### config.mk
export PLATFORM = sky130hd
export DESIGN_NAME = pipeline_hazard_ctrl
export DESIGN_NICKNAME = d
export VERILOG_FILES = /design/src/rtl/pipeline_hazard_ctrl.sv
export SDC_FILE = /design/constraint.sdc
export NUM_CORES = 1
export LEC_CHECK = 0
export CORE_ASPECT_RATIO = 1.5
export CORE_MARGIN = 2
export CORE_UTILIZATION = 40
export CTS_CLUSTER_DIAMETER = 80
export DETAILED_ROUTE_END_ITERATION = 16
export PLACE_DENSITY = 0.85
export SLEW_MARGIN = 10
export SYNTH_ARGS = -nofsm -noshare
export SYNTH_HDL_FRONTEND = slang
export SYNTH_SLANG_ARGS = --single-unit
### constraint.sdc
create_clock -name clk -period 1.9 [get_ports clk]
set_input_delay 0.19 -clock clk [delete_from_list [all_inputs] [get_ports clk]]
set_output_delay 0.19 -clock clk [all_outputs]
set_load 0.03 [all_outputs]
### src/rtl/pipeline_hazard_ctrl.sv
// Stall/flush sequencer for the 5-stage pipeline: load-use, memory wait, EX redirect.
// Optional HAZARD_PERF_CNT_EN adds saturating 32-bit stall/flush performance counters.
module pipeline_hazard_ctrl #(
    parameter int MEM_TIMEOUT  = 64,
    parameter int FLUSH_CYCLES = 1
) (
    input  logic       clk,
    input  logic       reset,
    input  logic [4:0] IF_ID_rs1,
    input  logic [4:0] IF_ID_rs2,
    input  logic       IF_ID_use_rs1,
    input  logic       IF_ID_use_rs2,
    input  logic       ID_EX_memread,
    input  logic [4:0] ID_EX_rd,
    input  logic       EX_redirect,
    input  logic       EX_MEM_memread,
    input  logic       EX_MEM_memwrite,
    input  logic       dmem_ready,
    output logic       pc_write,
    output logic       IF_ID_write,
    output logic       IF_ID_flush,
    output logic       ID_stall,
    output logic       ID_EX_hold,
    output logic       EX_stall,
    output logic       EX_MEM_hold,
    output logic       MEM_WB_bubble,
    output logic       mem_error
`ifdef HAZARD_PERF_CNT_EN
    ,
    output logic [31:0] perf_lu_stalls,
    output logic [31:0] perf_mem_stalls,
    output logic [31:0] perf_flushes
`endif
);

    typedef enum logic [1:0] {
        RUN,
        MEM_WAIT,
        FLUSH
    } state_t;

    localparam logic [7:0] TMO = 8'(MEM_TIMEOUT);
    localparam logic [2:0] FCL = 3'(FLUSH_CYCLES);

    state_t     state, state_nxt;
    logic [7:0] wait_cnt, wait_nxt;
    logic [2:0] flush_cnt, flush_nxt;
    logic       pending, pending_nxt;
    logic       err_set;

    logic mem_access, mem_stall, load_use;
    logic freeze, flush, lu_stall, tmo_bubble;

    assign mem_access = EX_MEM_memread | EX_MEM_memwrite;
    assign mem_stall  = mem_access & ~dmem_ready;
    assign load_use   = ID_EX_memread && (ID_EX_rd != 5'd0) &&
                        ((IF_ID_use_rs1 && (IF_ID_rs1 == ID_EX_rd)) ||
                         (IF_ID_use_rs2 && (IF_ID_rs2 == ID_EX_rd)));

    always_ff @(posedge clk or posedge reset) begin
        if (reset) begin
            state     <= RUN;
            wait_cnt  <= 8'd0;
            flush_cnt <= 3'd0;
            pending   <= 1'b0;
            mem_error <= 1'b0;
        end else begin
            state     <= state_nxt;
            wait_cnt  <= wait_nxt;
            flush_cnt <= flush_nxt;
            pending   <= pending_nxt;
            if (err_set) mem_error <= 1'b1;
        end
    end

    always_comb begin
        state_nxt   = state;
        wait_nxt    = wait_cnt;
        flush_nxt   = flush_cnt;
        pending_nxt = pending;
        err_set     = 1'b0;
        freeze      = 1'b0;
        flush       = 1'b0;
        lu_stall    = 1'b0;
        tmo_bubble  = 1'b0;
        unique case (state)
            RUN: begin
                if (mem_stall) begin
                    // a redirect seen while entering the wait is replayed on ready
                    freeze      = 1'b1;
                    state_nxt   = MEM_WAIT;
                    wait_nxt    = 8'd1;
                    pending_nxt = EX_redirect;
                end else if (EX_redirect) begin
                    flush = 1'b1;
                    if (FLUSH_CYCLES > 1) begin
                        state_nxt = FLUSH;
                        flush_nxt = 3'd1;
                    end
                end else if (load_use) begin
                    lu_stall = 1'b1;
                end
            end
            MEM_WAIT: begin
                if (dmem_ready) begin
                    state_nxt   = RUN;
                    pending_nxt = 1'b0;
                    if (pending) begin
                        flush = 1'b1;
                        if (FLUSH_CYCLES > 1) begin
                            state_nxt = FLUSH;
                            flush_nxt = 3'd1;
                        end
                    end
                end else if (wait_cnt == TMO) begin
                    err_set     = 1'b1;
                    tmo_bubble  = 1'b1;
                    state_nxt   = RUN;
                    pending_nxt = 1'b0;
                end else begin
                    freeze   = 1'b1;
                    wait_nxt = wait_cnt + 8'd1;
                end
            end
            FLUSH: begin
                if (mem_stall) begin
                    freeze      = 1'b1;
                    state_nxt   = MEM_WAIT;
                    wait_nxt    = 8'd1;
                    pending_nxt = 1'b0;
                end else begin
                    flush = 1'b1;
                    if (EX_redirect) begin
                        flush_nxt = 3'd1;
                    end else if (3'(flush_cnt + 3'd1) == FCL) begin
                        state_nxt = RUN;
                    end else begin
                        flush_nxt = flush_cnt + 3'd1;
                    end
                end
            end
            default: state_nxt = RUN;
        endcase
    end

    assign pc_write      = ~(freeze | lu_stall);
    assign IF_ID_write   = ~(freeze | lu_stall);
    assign IF_ID_flush   = flush;
    assign ID_stall      = flush | lu_stall;
    assign ID_EX_hold    = freeze;
    assign EX_stall      = 1'b0;
    assign EX_MEM_hold   = freeze;
    assign MEM_WB_bubble = freeze | tmo_bubble;

`ifdef HAZARD_PERF_CNT_EN
    always_ff @(posedge clk or posedge reset) begin
        if (reset) begin
            perf_lu_stalls  <= 32'd0;
            perf_mem_stalls <= 32'd0;
            perf_flushes    <= 32'd0;
        end else begin
            if (lu_stall && perf_lu_stalls != '1)
                perf_lu_stalls <= perf_lu_stalls + 32'd1;
            if (state == MEM_WAIT && perf_mem_stalls != '1)
                perf_mem_stalls <= perf_mem_stalls + 32'd1;
            if (flush && perf_flushes != '1)
                perf_flushes <= perf_flushes + 32'd1;
        end
    end
`endif

endmodule

==> results.sh <==
export IMPL_ys_types=37
export IMPL_critical_path_max_stage_delay_ns=0.53
export IMPL_violations="setup timing"
export IMPL_slew_violations=0
export IMPL_yosysWarnings=0
export IMPL_irDropWorstVdd_mv=0.424
export IMPL_crit_required_ns=1.71
export IMPL_routed_via_density=5.25
export IMPL_antenna_found_initial=0
export IMPL_p_leak_nw=0.604
export IMPL_route_detailed_drc=0
export IMPL_synth_cells=87
export IMPL_coreArea_mm2=0.00205
export IMPL_fmax_mhz=524
export IMPL_num_rows=20
export IMPL_worstSetupPathType="primary input to output pin"
export IMPL_worst_ep_arrival_time_ns=1.72
export IMPL_crit_path_max_fanout=2
export IMPL_cp_end_kind="output pin"
export IMPL_power_density_mw_per_mm2=580
export IMPL_finalHoldViolCount=0
export IMPL_drive_gt1_share_pct=32.3
export IMPL_min_period_over_period_pct=101
export IMPL_min_period_ns=1.91
export IMPL_clock_path_buffers=2
export IMPL_hpwl_um=1820
export IMPL_drtIter0Drc=25
export IMPL_netlist_top_cells_count="15 x xnor2_1, 11 x dfrtp_1, 11 x nor2_1"
export IMPL_fin_ws_ns=-0.00990
export IMPL_yosys_top_cells_area="dfrtp_1 32%, xnor2_1 15%, nor2_1 4.7%"
export IMPL_min_path_type="primary input to asynchronous set/reset pin"
export IMPL_cts_sinks=11
export IMPL_drt_total_wl_um=2420
export IMPL_die_y_um=61.2
export IMPL_ys_ff_latch=11
export IMPL_async_reset_ff_share_pct=100
export IMPL_numCtsBuffers=3
export IMPL_total_power_mw=0.788
export IMPL_design_area_mm2=0.00136
export IMPL_syn_avg_cell_area_um2=10.0
export IMPL_die_x_um=42.1
export IMPL_clkTransAtPathRegs_ns=0.07
export IMPL_holdWs_ns=0.207
export IMPL_cp_cell_sequence="clkdlybuf4s50_1 -> or4_4 -> nor2_4 -> nor4bb_4 -> a21o_1 -> buf_4"
export IMPL_grt_max_degree=12
export IMPL_placed_cell_area_mm2=0.00125
export IMPL_grt_usage_pct=20.5
export IMPL_drv_cap=0
export IMPL_antenna_cells=0
export IMPL_areaGrowthSynthToFinish_pct=55.8
export IMPL_skew_ns=0.00703
export IMPL_overflow=0
export IMPL_grt_pass1_wl_um=3860
export IMPL_synth_net_count=113
export IMPL_vias=813
export IMPL_synth_edff_count=0
export IMPL_status="complete, but fails checks"
export IMPL_gp_congestion=0.822
export IMPL_cts_root_buf="clkbuf_4"
export IMPL_r2r_start="wait_cnt[0]"
export IMPL_startpoint="ID_EX_rd[3]"
export IMPL_start_util_pct=42.5
export IMPL_grt_pass1_vias=893
export IMPL_drtPass1Iterations=4
export IMPL_die_area_mm2=0.00258
export IMPL_cts_tree="yes"
export IMPL_setup_worst_path_start_class="primary input"
export IMPL_worstSkewPairLatency_ns=0.27
export IMPL_wl_per_cell_um=15.6
export IMPL_antenna_left=0
export IMPL_synth_top_area_share_pct=31.6
export IMPL_finalNetCount=160
export IMPL_h_tree_depth=1
export IMPL_synth_area_um2=872
export IMPL_ys_seq_area_share_pct=31.6
export IMPL_rsz0062_at_grt="yes"
export IMPL_setup_viol_count_final=1
export IMPL_ios=33
export IMPL_ys_flop_type="dfrtp_1"
export IMPL_critPathSlowestCell="or4_4"
export IMPL_yosys_area_top_type="dfrtp_1"
export IMPL_port_buffers=31
export IMPL_synth_most_common_cell="xnor2_1"
## placed cells by master, fill, tap and decap left out, types with 2 or more instances in the layout
master	n
buf_6	2
nand4_1	2
xnor2_1	15
buf_4	20
nand3_1	3
dfrtp_1	11
nand2_1	5
clkdlybuf4s50_1	20
clkbuf_4	3
nor3_4	2
dlymetal6s2s_1	4
inv_1	3
nor3_1	2
nor2_1	10
## power breakdown
group          total [mW]  switching [mW]  internal [mW]
clock network       0.157          0.0757         0.0812
registers           0.293          0.0317          0.261
logic               0.338           0.162          0.175
## per-stage QoR
step | instances | utilization, % | setup slack [ns] | TNS, ns
3_5_place_dp | 146 | 60.7 | -0.146 | -0.366
3_3_place_gp | 146 | 60.7 | -0.102 | -0.195
5_1_grt | 155 | 66.2 | -0.0538 | -0.192
2_1_floorplan | 87 | - | 0.00385 | 0
6_report | 155 | 66.2 | -0.00990 | -0.00990
4_1_cts | 152 | 63.7 | -0.0155 | -0.0404
## state kept, by name, summed over array words and instances, names as in the netlist
| register | count |
|---|---|
| wait_cnt | 8 |
| mem_error | 1 |
| pending | 1 |
| state | 1 |
## critical path: cells and delay by family
family	cells	cell delay, ns
AOI/OAI and AO/OA	1	0.18
buffers and inverters	2	0.60
and+or+nand+nor	3	0.75
## final timing paths
check | cells past startpoint | endpoint | slack, ns
worst max-delay path | 6 | ID_stall | -0.01
max in group asynchronous | 2 | wait_cnt[1] | 1.40
worst min-delay path | 2 | wait_cnt[7] | 0.21
worst min register to register | 1 | mem_error | 0.49
min in group clk | 1 | mem_error | 0.49
worst max register to register | 8 | wait_cnt[2] | 0.08
## final cells by class
class	instances	area, µm²
fill	157	693
clock buffer	4	26.3
multi-input combinational	67	583
inverter	4	15.0
timing repair buffer	47	432
tap	22	27.5
sequential	11	275
## cells by family (layout without fill, tap and decap cells)
logic type,Yosys count,in the layout,share of synthesized area [%]
other cells,1,1,0.430
xor+xnor,15,15,15.1
compound gates,13,13,14.2
flops,11,11,31.6
buf+inv,9,55,6.89
simple gates,35,35,27.8
mux,1,1,1.15
fa+ha+maj,2,2,2.87
## timing repair
action,in CTS,in global routing
setup endpoints to repair,6,5
buffers inserted,2,3
gates resized for setup,5,8
hold buffers,0,0
pin swaps,1,3
## per-layer routing
layer	wire length [µm]	GRT usage (%)	vias to the layer above
li1	-	-	397
met1	883	20.3	380
met2	1320	39.3	32
met3	156	4.11	4
met4	61	12.9	0
met5	0	0	-
No activity file was read; power rests on OpenSTA's default activity.
